`config.mk`:
```
export PLATFORM = sky130hd
export DESIGN_NAME = fir_request_sequencer_flat
export DESIGN_NICKNAME = d
export VERILOG_FILES = /design/src/rtl/fir_request_sequencer_if.sv /design/src/rtl/fir_request_sequencer.sv /design/src/flat_wrapper.sv
export SDC_FILE = /design/constraint.sdc
export NUM_CORES = 1
export LEC_CHECK = 0
export CORE_MARGIN = 3
export CORE_UTILIZATION = 45
export CTS_BUF_LIST = sky130_fd_sc_hd__clkbuf_2
export CTS_CLUSTER_SIZE = 25
export DETAILED_ROUTE_END_ITERATION = 10
export MAX_ROUTING_LAYER = met4
export PLACE_DENSITY_LB_ADDON = 0.08
export SYNTH_ARGS = -nofsm -noshare
export SYNTH_HDL_FRONTEND = slang
export SYNTH_SLANG_ARGS = --single-unit
```
`constraint.sdc`:
```
create_clock -name clk -period 3.6 [get_ports clk]
set_clock_uncertainty 0.05 [all_clocks]
set_input_delay 0.54 -clock clk [delete_from_list [all_inputs] [get_ports clk]]
set_output_delay 0.54 -clock clk [all_outputs]
set_load 0.01 [all_outputs]
```
`src/rtl/fir_request_sequencer_if.sv`:
```
// Handshake bus between the host-side request sequencer and the FIR controller.
// master (sequencer): drives data_out, data_ready (dr), load_coeff (lc).
// slave  (controller/datapath): drives modwait, err and the result word fir_in.
interface fir_request_sequencer_if #(
    parameter int unsigned DATA_W = 16
);
    logic [DATA_W-1:0] data_out;
    logic              data_ready;
    logic              load_coeff;
    logic              modwait;
    logic              err;
    logic [DATA_W-1:0] fir_in;

    modport master (
        output data_out,
        output data_ready,
        output load_coeff,
        input  modwait,
        input  err,
        input  fir_in
    );

    modport slave (
        input  data_out,
        input  data_ready,
        input  load_coeff,
        output modwait,
        output err,
        output fir_in
    );
endinterface

```
`src/rtl/fir_request_sequencer.sv`:
```
// Host-side initiator for the FIR controller dr/lc/modwait handshake.
// Queues samples in a DEPTH-entry FIFO and a 4-slot coefficient set, issues
// them to the controller over the bus interface, and returns each filtered
// result with its error flag.
// Ports:
//   clk, n_reset            clock, asynchronous active-low reset
//   sample_in/sample_wr     host sample push
//   coef_in/coef_wr         host coefficient write (slots 0..3 in order)
//   bus (master)            data_out, data_ready, load_coeff / modwait, err, fir_in
//   result_out/err_out      last captured result and error flag
//   result_valid            one-cycle completion pulse
//   sample_full             FIFO holds DEPTH entries (combinational)
//   sample_drop             one-cycle pulse for a push lost to a full FIFO
//   coef_busy               coefficient set full/being loaded; writes ignored
module fir_request_sequencer #(
    parameter int unsigned DATA_W = 16,
    parameter int unsigned DEPTH  = 4
) (
    input  logic                  clk,
    input  logic                  n_reset,
    input  logic [DATA_W-1:0]     sample_in,
    input  logic                  sample_wr,
    input  logic [DATA_W-1:0]     coef_in,
    input  logic                  coef_wr,
    fir_request_sequencer_if.master bus,
    output logic [DATA_W-1:0]     result_out,
    output logic                  result_valid,
    output logic                  err_out,
    output logic                  sample_full,
    output logic                  sample_drop,
    output logic                  coef_busy
);
    localparam int unsigned AW     = $clog2(DEPTH);
    localparam int unsigned PTR_W  = AW + 1;
    localparam int unsigned NCOEF  = 4;
    localparam int unsigned CNT_W  = 3;
    localparam int unsigned IDX_W  = 2;

    typedef enum logic [2:0] {
        IDLE,
        S_REQ,
        S_WAIT,
        C_REQ,
        C_DONE
    } state_t;

    state_t             state;
    logic [DATA_W-1:0]  mem  [DEPTH];
    logic [DATA_W-1:0]  coef [NCOEF];
    logic [PTR_W-1:0]   wr_ptr;
    logic [PTR_W-1:0]   rd_ptr;
    logic [CNT_W-1:0]   coef_cnt;
    logic [IDX_W-1:0]   idx;

    logic sample_empty;
    logic pop;
    logic push;
    logic coef_we;

    // FIFO status and the accepted push/pop/write strobes
    always_comb begin
        sample_empty = (wr_ptr == rd_ptr);
        sample_full  = (wr_ptr[AW] != rd_ptr[AW]) &&
                       (wr_ptr[AW-1:0] == rd_ptr[AW-1:0]);
        pop          = (state == S_REQ) && bus.modwait;
        // A pop in the same cycle frees the slot the push lands in
        push         = sample_wr && (!sample_full || pop);
        coef_we      = coef_wr && (coef_cnt != CNT_W'(NCOEF));
    end

    // Storage arrays carry no reset; validity is tracked by pointers/count
    always_ff @(posedge clk) begin
        if (push) begin
            mem[wr_ptr[AW-1:0]] <= sample_in;
        end
        if (coef_we) begin
            coef[coef_cnt[IDX_W-1:0]] <= coef_in;
        end
    end

    // Request FSM, FIFO pointers, coefficient count and registered outputs
    always_ff @(posedge clk or negedge n_reset) begin
        if (!n_reset) begin
            state          <= IDLE;
            wr_ptr         <= '0;
            rd_ptr         <= '0;
            coef_cnt       <= '0;
            idx            <= '0;
            bus.data_out   <= '0;
            bus.data_ready <= 1'b0;
            bus.load_coeff <= 1'b0;
            result_out     <= '0;
            result_valid   <= 1'b0;
            err_out        <= 1'b0;
            sample_drop    <= 1'b0;
            coef_busy      <= 1'b0;
        end else begin
            result_valid <= 1'b0;
            sample_drop  <= sample_wr && sample_full && !pop;

            if (push) begin
                wr_ptr <= wr_ptr + PTR_W'(1);
            end
            if (pop) begin
                rd_ptr <= rd_ptr + PTR_W'(1);
            end
            if (coef_we) begin
                coef_cnt <= coef_cnt + CNT_W'(1);
                if (coef_cnt == CNT_W'(NCOEF - 1)) begin
                    coef_busy <= 1'b1;
                end
            end

            case (state)
                IDLE: begin
                    if (coef_cnt == CNT_W'(NCOEF)) begin
                        state          <= C_REQ;
                        idx            <= '0;
                        bus.load_coeff <= 1'b1;
                        bus.data_out   <= coef[0];
                    end else if (!sample_empty) begin
                        state          <= S_REQ;
                        bus.data_ready <= 1'b1;
                        bus.data_out   <= mem[rd_ptr[AW-1:0]];
                    end
                end
                // dr stays up until the controller reports STORE via modwait
                S_REQ: begin
                    if (bus.modwait) begin
                        state          <= S_WAIT;
                        bus.data_ready <= 1'b0;
                    end
                end
                // modwait low again means the result (or an abort) is ready
                S_WAIT: begin
                    if (!bus.modwait) begin
                        state        <= IDLE;
                        result_out   <= bus.fir_in;
                        err_out      <= bus.err;
                        result_valid <= 1'b1;
                        bus.data_out <= '0;
                    end
                end
                // One modwait-high cycle per controller COEF state advances idx
                C_REQ: begin
                    if (bus.modwait) begin
                        if (idx == IDX_W'(NCOEF - 1)) begin
                            state          <= C_DONE;
                            bus.load_coeff <= 1'b0;
                        end else begin
                            idx          <= idx + IDX_W'(1);
                            bus.data_out <= coef[idx + IDX_W'(1)];
                        end
                    end
                end
                C_DONE: begin
                    if (!bus.modwait) begin
                        state        <= IDLE;
                        coef_cnt     <= '0;
                        coef_busy    <= 1'b0;
                        bus.data_out <= '0;
                    end
                end
                default: begin
                    state <= IDLE;
                end
            endcase
        end
    end
endmodule
```
`src/flat_wrapper.sv`:
```
// flat-port wrapper written by rule: the top's interface ports become plain ports
module fir_request_sequencer_flat 
#(
    parameter int unsigned DATA_W = 16,
    parameter int unsigned DEPTH  = 4
)
  (clk, n_reset, sample_in, sample_wr, coef_in, coef_wr, result_out, result_valid, err_out, sample_full, sample_drop, coef_busy, bus_data_out, bus_data_ready, bus_load_coeff, bus_modwait, bus_err, bus_fir_in);
  fir_request_sequencer_if #(.DATA_W(DATA_W)) bus_i ();
  input  logic clk;
  input  logic n_reset;
  input  logic [DATA_W-1:0] sample_in;
  input  logic sample_wr;
  input  logic [DATA_W-1:0] coef_in;
  input  logic coef_wr;
  output logic [DATA_W-1:0] result_out;
  output logic result_valid;
  output logic err_out;
  output logic sample_full;
  output logic sample_drop;
  output logic coef_busy;
  output wire logic [$bits(bus_i.data_out)-1:0] bus_data_out;
  output wire logic [$bits(bus_i.data_ready)-1:0] bus_data_ready;
  output wire logic [$bits(bus_i.load_coeff)-1:0] bus_load_coeff;
  input wire logic [$bits(bus_i.modwait)-1:0] bus_modwait;
  input wire logic [$bits(bus_i.err)-1:0] bus_err;
  input wire logic [$bits(bus_i.fir_in)-1:0] bus_fir_in;
  assign bus_data_out = bus_i.data_out;
  assign bus_data_ready = bus_i.data_ready;
  assign bus_load_coeff = bus_i.load_coeff;
  assign bus_i.modwait = bus_modwait;
  assign bus_i.err = bus_err;
  assign bus_i.fir_in = bus_fir_in;
  fir_request_sequencer #(.DATA_W(DATA_W), .DEPTH(DEPTH)) u_core (.clk(clk), .n_reset(n_reset), .sample_in(sample_in), .sample_wr(sample_wr), .coef_in(coef_in), .coef_wr(coef_wr), .bus(bus_i), .result_out(result_out), .result_valid(result_valid), .err_out(err_out), .sample_full(sample_full), .sample_drop(sample_drop), .coef_busy(coef_busy));
endmodule
```
* Word level (Yosys, flattened, before mapping)
Memories as Yosys holds them, arrays and structs flattened.
Index checks and enable logic that the tools add are counted.
W data, S select, Z words.
** Word-level totals
- Register bits after elaboration :: 52
- Logic and storage cells :: 98
- Bits in writable memories :: 128
- Memories kept :: 2
- Input port bits :: 54
** Memory list
- u_core.coef :: depth 4, bits a word 16, read ports 2, clocked after Yosys merged registers in 0, wr ports 1, line fir_request_sequencer.sv:49 : logic [DATA_W-1:0] coef [NCOEF];
- u_core.mem :: depth 4, bits a word 16, read ports 1, clocked after Yosys merged registers in 0, wr ports 1, line fir_request_sequencer.sv:48 : logic [DATA_W-1:0] mem [DEPTH];
** Cells by class
- Equal/unequal tests :: 20
- Reduce and logical (&&, ||, !) cells :: 20
- Bitwise operators :: 1
- Add/subtract/negate cells :: 4
- Multiplexer cells :: 38
** Operators with widths (number)
- $mux W16 :: 5
- $pmux W16 S3 :: 1
- $mux W3 :: 9
- $mux W1 :: 16
- $ne A2 B2 Y1 const B :: 6
- $pmux W3 S4 :: 1
- $reduce_and A4 Y1 :: 3
- $reduce_and A5 Y1 :: 2
- $add A3 B1 Y3 const B :: 3
- $eq A3 B2 Y1 const B :: 3
- $eq A3 B3 Y1 const B :: 2
- $logic_and A1 B1 Y1 :: 6
- $mux W2 :: 3
- $ne A3 B3 Y1 const B :: 2
- $ne A2 B1 Y1 const B :: 2
- $pmux W1 S2 :: 2
- $pmux W2 S2 :: 1
- $reduce_bool A2 Y1 :: 2
- $eq A3 B1 Y1 const B :: 1
- $eq A3 B3 Y1 :: 1
- $logic_not A3 Y1 :: 1
- $reduce_bool A3 Y1 :: 1
- $add A2 B1 Y2 const B :: 1
- $eq A2 B2 Y1 :: 1
- 7 further kinds :: 8

* Depth between registers and ports, before layout
- Depth in word-level cells :: 7
- Gate-level depth with buffers :: 8

* Worst setup path after synthesis
Ideal clock, no wire load.
- Path type :: input -> register
- Start point :: in bus_modwait
- End point :: mem u_core.mem[3][0], enable pin
- Slack :: 1.415 ns
- Library setup time :: 0.375 ns
- Data arrival time :: 1.760 ns
- Required time :: 3.175 ns
- Stages :: 4
- Cell sequence :: buf_2 and4bb_1 o41a_1 and2_1
** Between the ends
- Cells in the longest elaborated chain, start to end :: 5
** Ends and longest elaborated chain
- start: declaration :: line flat_wrapper.sv:24 : input wire logic [$bits(bus_i.modwait)-1:0] bus_modwait;
- $logic_and A1 B1 Y1 :: line fir_request_sequencer.sv:65 : pop = (state == S_REQ) && bus.modwait;
- $logic_or A1 B1 Y1 :: line fir_request_sequencer.sv:67 : push = sample_wr && (!sample_full || pop);
- $logic_and A1 B1 Y1 :: line fir_request_sequencer.sv:67
- $mux W1 :: line fir_request_sequencer.sv:73 : if (push) begin
- $mux W1 (implied by the code) :: line fir_request_sequencer.sv:74 : mem[wr_ptr[AW-1:0]] <= sample_in;
- end: declaration :: line fir_request_sequencer.sv:48
Every way passes these cells.

* Worst setup path in the final report
- Start point :: reg u_core.rd_ptr[0]
- End point :: out sample_full
** Between the ends
- Cells in the longest elaborated chain, start to end :: 2
** Ends and longest elaborated chain
- start: declaration :: line fir_request_sequencer.sv:51 : logic [PTR_W-1:0] rd_ptr;
- start signal: assignment :: line fir_request_sequencer.sv:105 : rd_ptr <= rd_ptr + PTR_W'(1);
- $eq A2 B2 Y1 :: line fir_request_sequencer.sv:64 : (wr_ptr[AW-1:0] == rd_ptr[AW-1:0]);
- $logic_and A1 B1 Y1 :: line fir_request_sequencer.sv:63 : sample_full = (wr_ptr[AW] != rd_ptr[AW]) &&
- end: declaration :: line flat_wrapper.sv:18 : output logic sample_full;
Every way passes these cells.

==> flow_summary.ini <==
[outcome]
outcome = finished clean

[route]
vias_per_cell = 5.30
first_iter_violations = 244
drc = 0
vias = 3957
dr.pass1.iters = 4
drtAntennaViolNets = 0
wl_per_cell_um = 18.8
drt-total-wl_um = 14000

[clock_network]
clkLatencyLatePin_ns = 0.73
cts-root-buf = clkbuf_2
path_clk_slew_ns = 0.24
ctsResizeCount = 0
cts_tree = yes
clock_path_buffers = 2
numCtsBuffers = 17
htreeDepth = 4
cts.sinks = 180

[die]
rows = 46
ios = 93
core_area_um2 = 15900
fp.dieH_um = 134
fp.dieW_um = 134
start_util_pct = 46.2
dieArea_um2 = 17900

[sta]
slew_headroom_pct = 40.2
hold_viol_final = 0
fmax_mhz = 312
rsz0062_at_grt = false
setup-tns-final_ns = 0
report.final.slew_viol_count = 0
setup_ws_ns = 0.397
finalSetupViolCount = 0
period_minus_slack_ns = 3.20
tightest_slew_ns = 0.898
fin_crit_sh_pct = 89.0

[final_layout]
syn_to_final_growth_pct = 18.3
nNetsFinal = 581
layout-drive-gt1-share_pct = 16.4

[setup_path]
worstSetupPathType = reg2out
critPathRequiredTime_ns = 3.01
worstPathCellList = xnor2_2 -> nand2_1 -> nor2_1 -> clkdlybuf4s50_1
critPathSlowestCell = dfrtp_1
path_delay_family = flip-flops
cp.arrival_ns = 2.61
cp_max_fo = 15
startpoint_type = flop
worst-path-buf-inv = 1
end_kind = primary output
cpPeakStageDelay_ns = 0.93

[grt]
grt_pass1_wl_um = 21900
grt_start_max_net_pins = 41
grt_pass1_vias = 4009
grt_util_met3_pct = 3.98
met1_usage_pct = 21.8
antenna_found_initial = 0
grtUsageMet2_pct = 25.7
overflow = 0
busiest_layer = met2
grt_usage_pct = 16.7

[run]
maxCapViolations = 0

[synthesis]
synth-seq-cells = 180
synth_most_common_cell = edfxtp_1
syn-num-nets = 473
synth_edf_count = 128
seq_area_frac_synth_pct = 69.9
synth_cell_types = 49
synth_area_um2 = 7360
ys.flop_type = edfxtp_1
yosys-top-cells-area = edfxtp_1 (52%), dfrtp_1 (18%), mux2i_1 (4.4%), mux4_1 (2.9%), mux2_2 (2.4%)
ys_top_cells_by_count = edfxtp_1 (128), dfrtp_1 (52), mux2i_1 (32)
async_flop_share_pct = 28.9
yosysTopAreaCellShare_pct = 52.2
syn_area_per_cell_um2 = 18.0
syn_inst = 408
yosys.area.top_type = edfxtp_1
ys_warn_count = 0

[power_and_ir_drop]
p_int_mw = 4.52
p_per_area_nw_per_um2 = 781
p_sw_share_pct = 33.5
power.leakage_nw = 3.23
p_switching_mw = 2.28
combPwrFrac_pct = 41.4
clkPwrFrac_pct = 12.2
max-vdd-ir-drop_mv = 0.351
power_frac_seq_pct = 46.4

[worst_hold_path]
hold_class = in2reg

[placed_design]
io_buffers = 92
dp_slack_ns = 0.797
hpwl_um = 9160
routabilityCongestion = 0.742
## path summary, 6_finish.rpt
| path | start | to | slack, ns | depth (start not counted) |
|---|---|---|---|---|
| min reg2reg | u_core.rd_ptr[2] | u_core.rd_ptr[2] | 0.46 | 1 |
| max | u_core.rd_ptr[0] | sample_full | 0.40 | 4 |
| max in group asynchronous | n_reset | u_core.wr_ptr[1] | 2.36 | 3 |
| max reg2reg | u_core.rd_ptr[0] | u_core.bus.data_out[2] | 1.06 | 4 |
| min | bus_fir_in[12] | u_core.result_out[12] | 0.32 | 2 |
| min in group asynchronous | n_reset | u_core.result_out[11] | 0.36 | 2 |
## sequential cells by signal (all words and copies together) (netlist names)
| name | flops |
|---|---|
| u_core.bus.data_out | 16 |
| u_core.bus.data_ready | 1 |
| u_core.bus.load_coeff | 1 |
| u_core.coef | 64 |
| u_core.coef_busy | 1 |
| u_core.coef_cnt | 3 |
| u_core.err_out | 1 |
| u_core.idx | 2 |
| u_core.mem | 64 |
| u_core.rd_ptr | 3 |
| u_core.result_out | 16 |
| u_core.result_valid | 1 |
| u_core.sample_drop | 1 |
| u_core.state | 3 |
| u_core.wr_ptr | 3 |
## cell type report
type	instances	area (um2)
inverter	6	22.5
clock inverter	11	65.1
clock buffer	21	105
timing repair buffer	111	1060
tap	216	270
fill	1290	7230
antenna	1	2.50
sequential	180	5140
multi-input combinational	200	2040
## kinds of logic (layout without fill, tap and decap cells)
group / after synthesis / count (layout) / synth area share, %
xor+xnor: 10 / 10 / 1.29
buf+inv: 28 / 149 / 2.40
fa+ha+maj: 12 / 12 / 2.01
mux: 83 / 83 / 15.5
flops: 180 / 180 / 69.9
compound gates: 51 / 51 / 5.34
simple gates: 44 / 44 / 3.55
other cells: 0 / 1 / 0
## metrics by stage
step	total power, mW	area [um2]	util (%)	hold slack [ns]	instances
global route	7.22	8710	54.6	0.217	745
detailed placement	6.08	8530	53.5	0.424	712
floorplan	5.05	7360	-	0.194	408
CTS	6.90	8710	54.6	0.254	745
global placement	6.01	8530	53.5	0.416	712
finish	6.80	8710	54.6	0.319	746
## metal layers
metal  vias to the layer above  share of wire [%]  wire length (um)
li1                       1829                  -                 -
met1                      1995                 45              6320
met2                       113                 48              6700
met3                        20                5.6               790
met4                         0                1.7               233
met5                         -                  0                 0
## worst register-to-register path, delay by kind of cell (launching register included)
kind,cells,cell delay (ns)
multiplexers,2,0.87
buffers and inverters,1,0.31
flip-flops,1,0.93
AO/OA/AOI/OAI,1,0.31
## layout by cell type (no fill, tap or decap), types with 5 or more instances in the layout
| master | n |
|---|---|
| o22ai_1 | 16 |
| clkdlybuf4s50_1 | 91 |
| edfxtp_1 | 128 |
| nor2_1 | 12 |
| o21ai_0 | 5 |
| nand2_1 | 8 |
| xnor2_1 | 5 |
| clkbuf_2 | 21 |
| mux2i_1 | 32 |
| dfrtp_1 | 52 |
| mux4_1 | 8 |
| inv_1 | 5 |
| mux2_1 | 9 |
| a221o_1 | 16 |
| mux4_2 | 8 |
| mux2_2 | 16 |
| mux2_4 | 10 |
| ha_1 | 11 |
| buf_4 | 18 |
## power by group through the flow
stage / sequential, mW / combinational [mW] / clock, mW
after floorplan: 3.16 / 1.89 / 0
after global placement: 3.20 / 2.81 / 0
after detailed placement: 3.22 / 2.86 / 0
after CTS: 3.17 / 2.86 / 0.866
after global routing: 3.23 / 3.04 / 0.948
final: 3.16 / 2.81 / 0.828
## what timing repair did
action	4_1_cts	5_1_grt
endpoints found under the hold margin	39	0
buffers inserted	0	0
hold buffers	1	0
Note: power is estimated with default switching activity, not from simulation.
